==> src/rtl/rs_pkg.sv <==
// Shared RS(68,64) definitions used by the message gatherer and its neighbours.
// Carries the code geometry, symbol/length types and the gatherer state encoding.
package rs_pkg;

  localparam int RS_K     = 64;
  localparam int RS_N     = 68;
  localparam int RS_SYM_W = 8;

  typedef logic [RS_SYM_W-1:0] rs_sym_t;
  typedef logic [6:0]          rs_len_t;

  typedef enum logic {
    FILL = 1'b0,
    FULL = 1'b1
  } gather_state_e;

  // Snapshot of the gatherer's internal control state, for observation only.
  typedef struct packed {
    gather_state_e state;
    rs_len_t       count;
    rs_len_t       held_len;
  } gather_dbg_t;

endpackage

==> src/rtl/rs_msg_gatherer.sv <==
// Byte-serial to parallel front end for the RS(68,64) encoder.
// Collects one symbol per cycle into a gather buffer and hands a complete message
// to an output register with a valid/ready handshake.
// Optional feature macro: RS_SHORTEN_EN (s_last closes a frame early; msg_len = bytes seen).
//
// Handshakes: a beat happens on a rising edge where valid and ready are both high.
// The producer holds data stable while valid is high and not yet accepted. s_ready is
// a registered output and never depends combinationally on s_valid or msg_ready.
// msg_valid stays high, with msg_out/msg_len unchanged, until msg_ready is seen.
module rs_msg_gatherer
  import rs_pkg::*;
#(
  parameter int K     = RS_K,
  parameter int SYM_W = RS_SYM_W
) (
  input  logic             clk,
  input  logic             rst,
  input  logic [SYM_W-1:0] s_data,
  input  logic             s_valid,
  input  logic             s_last,
  output logic             s_ready,
  output logic [SYM_W-1:0] msg_out [K],
  output rs_len_t          msg_len,
  output logic             msg_valid,
  input  logic             msg_ready,
  output gather_dbg_t      dbg
);

  localparam int               IDX_W    = $clog2(K);
  localparam logic [IDX_W-1:0] LAST_IDX = IDX_W'(K - 1);
  localparam rs_len_t          FULL_LEN = rs_len_t'(K);

  gather_state_e    state;
  gather_state_e    state_nx;
  logic [IDX_W-1:0] count;
  rs_len_t          held_len;
  logic [SYM_W-1:0] gbuf [K];

  logic    in_beat;
  logic    out_free;
  logic    close_beat;
  rs_len_t close_len;
  logic    load_fill;
  logic    load_full;
  logic    go_full;

`ifndef RS_SHORTEN_EN
  // Frames are always full length, so the frame marker carries no information.
  logic unused_last;
  assign unused_last = s_last;
`endif

  // Beat decode: which beat closes a frame and where the finished message goes.
  always_comb begin
    in_beat  = s_valid && s_ready;
    out_free = !msg_valid || msg_ready;
`ifdef RS_SHORTEN_EN
    close_beat = in_beat && ((count == LAST_IDX) || s_last);
    close_len  = rs_len_t'(count) + 7'd1;
`else
    close_beat = in_beat && (count == LAST_IDX);
    close_len  = FULL_LEN;
`endif
    load_fill = (state == FILL) && close_beat && out_free;
    go_full   = (state == FILL) && close_beat && !out_free;
    load_full = (state == FULL) && out_free;
    state_nx  = state;
    if (go_full) begin
      state_nx = FULL;
    end else if (load_full) begin
      state_nx = FILL;
    end
  end

  // Gather/output FSM: fills the buffer, moves finished frames into msg_out.
  always_ff @(posedge clk or posedge rst) begin
    if (rst) begin
      state     <= FILL;
      count     <= '0;
      held_len  <= '0;
      s_ready   <= 1'b0;
      msg_valid <= 1'b0;
      msg_len   <= '0;
      for (int i = 0; i < K; i++) begin
        gbuf[i]    <= '0;
        msg_out[i] <= '0;
      end
    end else begin
      state   <= state_nx;
      // Ready follows the state we are about to be in, so it stays registered.
      s_ready <= (state_nx == FILL);

      if (in_beat) begin
        gbuf[count] <= s_data;
        count       <= close_beat ? '0 : count + IDX_W'(1);
      end

      if (go_full) begin
        held_len <= close_len;
      end

      if (load_fill) begin
        // Closing byte bypasses the buffer; slots past the frame read as zero.
        for (int i = 0; i < K; i++) begin
          if (i < int'(count)) begin
            msg_out[i] <= gbuf[i];
          end else if (i == int'(count)) begin
            msg_out[i] <= s_data;
          end else begin
            msg_out[i] <= '0;
          end
        end
        msg_len   <= close_len;
        msg_valid <= 1'b1;
      end else if (load_full) begin
        // Whole frame already sits in the buffer; mask stale bytes beyond its length.
        for (int i = 0; i < K; i++) begin
          msg_out[i] <= (i < int'(held_len)) ? gbuf[i] : '0;
        end
        msg_len   <= held_len;
        msg_valid <= 1'b1;
      end else if (msg_valid && msg_ready) begin
        msg_valid <= 1'b0;
      end
    end
  end

  assign dbg = {state, rs_len_t'(count), held_len};

endmodule
==> config.mk <==
export PLATFORM = sky130hd
export DESIGN_NAME = rs_msg_gatherer
export DESIGN_NICKNAME = d
export VERILOG_FILES = /design/src/rtl/rs_pkg.sv /design/src/rtl/rs_msg_gatherer.sv
export SDC_FILE = /design/constraint.sdc
export NUM_CORES = 2
export LEC_CHECK = 0
export ABC_AREA = 1
export CAP_MARGIN = 25
export CORE_MARGIN = 4
export CORE_UTILIZATION = 48
export CTS_CLUSTER_DIAMETER = 200
export DETAILED_ROUTE_END_ITERATION = 10
export PLACE_DENSITY = 0.7
export SYNTH_ARGS = -nofsm -noshare
export SYNTH_HDL_FRONTEND = slang
export SYNTH_SLANG_ARGS = --single-unit
==> constraint.sdc <==
create_clock -name clk -period 49.2 [get_ports clk]
set_clock_uncertainty 0.15 [all_clocks]
set_input_delay 7.38 -clock clk [delete_from_list [all_inputs] [get_ports clk]]
set_output_delay 7.38 -clock clk [all_outputs]
set_load 0.02 [all_outputs]
* Word-level counts from Yosys, hierarchy flattened
Index checks and enable logic that the tools add are counted.
Word-level totals: flip-flop bits (word level) 1041, logic and storage cells 549
Cells by class: order comparisons 129, equal/unequal tests 64, reductions and logical operators 14, bitwise logic cells 3, add/sub/neg operators 1, muxes and demuxes 204
Operators with widths (count):
- $mux 8 | 192
- $mux 512 | 2
- $bwmux 512 | 1
- $lt 6x7->1 const A | 32
- $eq 6x6->1 const A | 32
- $lt 6x6->1 const A | 31
- $lt 5x7->1 const A | 16
- $eq 5x6->1 const A | 16
- $lt 5x6->1 const A | 16
- $lt 4x7->1 const A | 8
- $demux 8 s6 | 1
- $eq 4x6->1 const A | 8
- $lt 4x6->1 const A | 8
- $lt 3x7->1 const A | 4
- $eq 3x6->1 const A | 4
- $lt 3x6->1 const A | 4
- $lt 1x7->1 const A | 2
- $lt 2x7->1 const A | 2
- $mux 7 | 2
- $eq 2x6->1 const A | 2
- $lt 1x6->1 const A | 2
- $lt 2x6->1 const A | 2
- $logic_and 1x1->1 | 8
- $ge 7x7->1 const B | 1
- other kinds (13) | 19

* Logic depth before layout (Yosys ltp)
depth in word-level cells 6, mapped depth 11, depth with buffers taken out 9

* Worst setup path before layout
Ideal clock, no wire load.
kind input to register, start point input port s_valid, end point register msg_out[152] in the netlist's numbering, setup slack 40.369 ns, cell stages on the path 10, path buffers 3, data arrival time 8.565 ns, path through nand2_1 nor2_1 nand3_2 nor2_2 buf_4 buf_2 buf_4 nand2_1 nand2_1 nand2_1
Between the ends: cells in the longest elaborated chain, start to end 5, elaborated cells on any way between the ends 6, classes of those cells 1 x mux; 5 x reduce/logical
Ends and longest elaborated chain:
- start, declared | RTL line rs_msg_gatherer.sv:19 | input logic s_valid,
- $logic_and 1x1->1 * | RTL line rs_msg_gatherer.sv:55 | in_beat = s_valid && s_ready;
- $logic_and 1x1->1 * | RTL line rs_msg_gatherer.sv:61 | close_beat = in_beat && (count == LAST_IDX);
- $logic_and 1x1->1 * (2 in series) | RTL line rs_msg_gatherer.sv:64 | load_fill = (state == FILL) && close_beat && out_free;
- $mux 512 or $reduce_bool 2->1 (tied branches)
- end signal, assigned by index | RTL line rs_msg_gatherer.sv:106 | msg_out[i] <= gbuf[i];
- end signal, assigned by index | RTL line rs_msg_gatherer.sv:108 | msg_out[i] <= s_data;
- end signal, assigned by index | RTL line rs_msg_gatherer.sv:118 | msg_out[i] <= (i < int'(held_len)) ? gbuf[i] : '0;
- end, declared | RTL line rs_msg_gatherer.sv:22 | output logic [SYM_W-1:0] msg_out [K],
Mark *: on every way between the ends. The rest lies on a longest branch, timed or not. A chain may end at the register's enable or synchronous reset.

* Worst setup path after layout
start point input port s_valid, end point register msg_out[340] in the netlist's numbering
The elaborated chain is that of the path after synthesis.

==> results.yml <==
outcome:
  status: "complete, no violations"
sta:
  timing.setup.tns_ns: 0
  max_slew_margin_pct: 18.1
  rsz0062_at_grt: "no"
  period_minus_slack_ns: 11.22
  finalCritPeriodShare_pct: 22.8
  holdWs_ns: 0.326
  hold_viol_final: 0
  setup_violations: 0
  drv_slew: 0
  tightest_slew_ns: 1.23
  layout_setup_ws_ns: 37.98
  timing.fmax_ghz: 0.0891
synth:
  syn_inst: 6455
  synth_area_sq_um: 48800
  yosysSeqAreaShare_pct: 53.1
  synth-edff-count: 0
  synth-compound-area-share_pct: 12.2
  synthAdderAreaFrac_pct: 0.128
  synth-async-reset-ratio_pct: 100
  ys_ff_latch: 1035
  yosys_warnings: 0
  synthXorXnorAreaFrac_pct: 0.0359
  synth_top_family_by_area: "simple AND/OR/NAND/NOR gates"
  yosys.area_share.simple_pct: 27.7
  synthFlopType: "dfrtp_1"
  muxShareOfSynthArea_pct: 0
  avgSynthCellArea_sq_um: 7.56
  synth.distinct_cells: 26
global_route:
  grt_pass1_vias: 42500
  gr-usage-all-layers_pct: 31.2
  grt_pass1_wl_um: 260000
  antenna_found_initial: 2
  overflow: 0
  grt_max_degree: 223
detailed_routing:
  wl_per_cell_um: 20.8
  drt_first_pass_iters: 6
  finalWirelength_um: 171000
  ant_nets: 0
  drc: 0
  num_vias: 45000
  vias_per_cell: 5.49
  first_iter_violations: 5053
clock_network:
  cts_hold_buf: 0
  cts_resized: 0
  ctsHtreeMaxLevel: 3
  clockBufferDepth: 3
  cts_tree: "yes"
  clk_latency_ns: 0.70
  numClockSinks: 1035
  cts-buffers-inserted: 112
  post_cts_buffers: 0
  path_clk_slew_ns: 0.06
  cts_root_buffer: "clkbuf_16"
floorplan:
  die_x_um: 327
  coreArea_sq_um: 100000
  dieArea_sq_um: 107000
  pin_count: 549
  die_h_um: 327
  start_util_pct: 48.6
  rows: 116
worst_setup_path:
  r2r_setup_slack_ns: 43.40
  cp-end-kind: "register"
  required_ns: 49.66
  critPathLaunchType: "primary input"
  r2r-start: "count[5]"
  path_class: "primary input to register"
  r2r-end: "msg_out[340]"
  worst-r2r-cell-count: 11
  crit_arrival_ns: 11.68
  path_max_fanout: 138
pwr:
  p_int_mw: 1.96
  leakage_nw: 27.8
  ir_drop_uv: 30.9
  comb_power_share_pct: 29.6
  p_sw_share_pct: 35.7
  p_switching_mw: 1.08
  seqPwrFrac_pct: 41.3
  clockPowerShare_pct: 29.1
  pwr_density_cell_nw_per_um2: 51.7
finish:
  fillers: 9177
  nets: 6764
  fin_cells: 8198
  area_growth_pct: 20.6
  multi_input_area_sq_um: 19600
  diodes: 0
  drive_gt1_share_pct: 4.62
  seq_area_sq_um: 25900
  final_util_pct: 58.6
placed_design:
  port_buffers: 534
  pre_cts_ws_ns: 37.25
  placed_cells: 7978
  gp_congestion: 0.833
  dp_hpwl_um: 103000
hold_path:
  hold_path_end: "msg_out[379]"
  worstHoldPathType: "register to register"
  hp-start: "msg_out[379]"
  hold_depth: 2
run:
  max-cap-violations: 0
[metal layers]
| layer | vias to the layer above | share of wire (%) | track usage [%] |
|---|---|---|---|
| met2 | 2034 | 45 | 47.6 |
| li1 | 21000 | - | - |
| met4 | 2 | 4.9 | 14.1 |
| met3 | 405 | 9.0 | 6.70 |
| met1 | 21600 | 42 | 43.0 |
| met5 | - | 0.0076 | 0 |
[cell usage after synthesis, drive strengths merged (2+ instances only)]
cell type  number  share of area [%]
dfrtp        1035                 53
nand3         311                3.2
nand3b         72                1.1
inv           375                2.9
nor2          623                4.9
clkbuf        315                2.4
o21ai         802                8.2
nand2        2373                 18
xor2            2              0.036
ha              5               0.13
buf           140                1.6
nand4          10               0.13
a21oi         384                3.9
nor3            6              0.062
[kinds of logic (layout without fill, tap and decap cells)]
| kind of cell | after synthesis | after routing |
|---|---|---|
| flops | 1035 | 1035 |
| buf+inv | 831 | 1205 |
| fa+ha+maj | 5 | 5 |
| compound gates | 1186 | 1186 |
| other cells | 1 | 13 |
| xor+xnor | 2 | 2 |
| simple gates | 3395 | 3395 |
[through the flow]
step / cell area (sq um) / power, mW
CTS: 58600 / 3.05
finish: 58800 / 3.04
detailed placement: 54700 / 2.16
global placement: 54600 / 2.13
floorplan: 48800 / 1.71
global route: 58800 / 3.19
[power groups by stage]
stage                     sequential, mW  combinational, mW  clock, mW
final                               1.26              0.899      0.885
after floorplan                     1.35              0.362          0
after detailed placement            1.26              0.895          0
after CTS                           1.25              0.900      0.895
after global placement              1.26              0.875          0
after global routing                1.28              0.982      0.929
[area by class of cell]
type                            instances  share of cell area [%]
Multi-Input combinational cell       4601                    33.4
Sequential cell                      1035                    44.0
Clock buffer                          177                    5.92
Tap cell                             1357                    2.89
Inverter                              376                    2.47
Clock inverter                         32                   0.689
Timing Repair Buffer                  620                    10.6
[worst max path at each step]
stage / startpoint / endpoint / slack, ns / cells after the start
finish: s_valid / msg_out[340] / 37.98 / 11
global route: s_valid / msg_out[275] / 37.61 / 11
CTS: s_valid / msg_out[340] / 37.98 / 11
detailed placement: s_valid / msg_out[340] / 37.25 / 11
global placement: s_valid / msg_out[293] / 36.89 / 11
floorplan: rst / count[0] / 12.54 / 1
[layout by cell type, fill, tap and decap left out, types with 9 or more instances in the layout]
master,Yosys,final
bufinv_16,0,9
clkbuf_1,314,27
clkinv_2,0,17
clkbuf_16,0,117
nand3_1,310,309
clkbuf_8,0,33
inv_1,368,359
o21ai_0,795,795
a21oi_1,384,383
dfrtp_1,1035,1033
nand3b_1,72,72
conb_1,1,13
nand4_1,10,10
clkdlybuf4s50_1,0,534
nor2_1,612,605
nor2_2,10,16
nand2_1,2369,2368
buf_4,33,64
[sequential cells by signal (all words and copies together) (netlist names)]
| name | flops |
|---|---|
| held_len | 1 |
| msg_out | 512 |
| state | 1 |
| msg_valid | 1 |
| s_ready | 1 |
| gbuf | 512 |
| count | 6 |
| msg_len | 1 |
[worst max-delay path, stage by stage]
cell             delay, ns
clkdlybuf4s50_1       0.58
nand2_1               0.13
nor2_1                0.32
nand2_1               0.19
nand2_2               0.25
nand2_8               0.48
inv_6                 0.69
buf_4                 0.58
buf_4                 0.70
nor2_1                0.12
a21oi_1               0.16
Note: power is estimated with default switching activity, not from simulation.
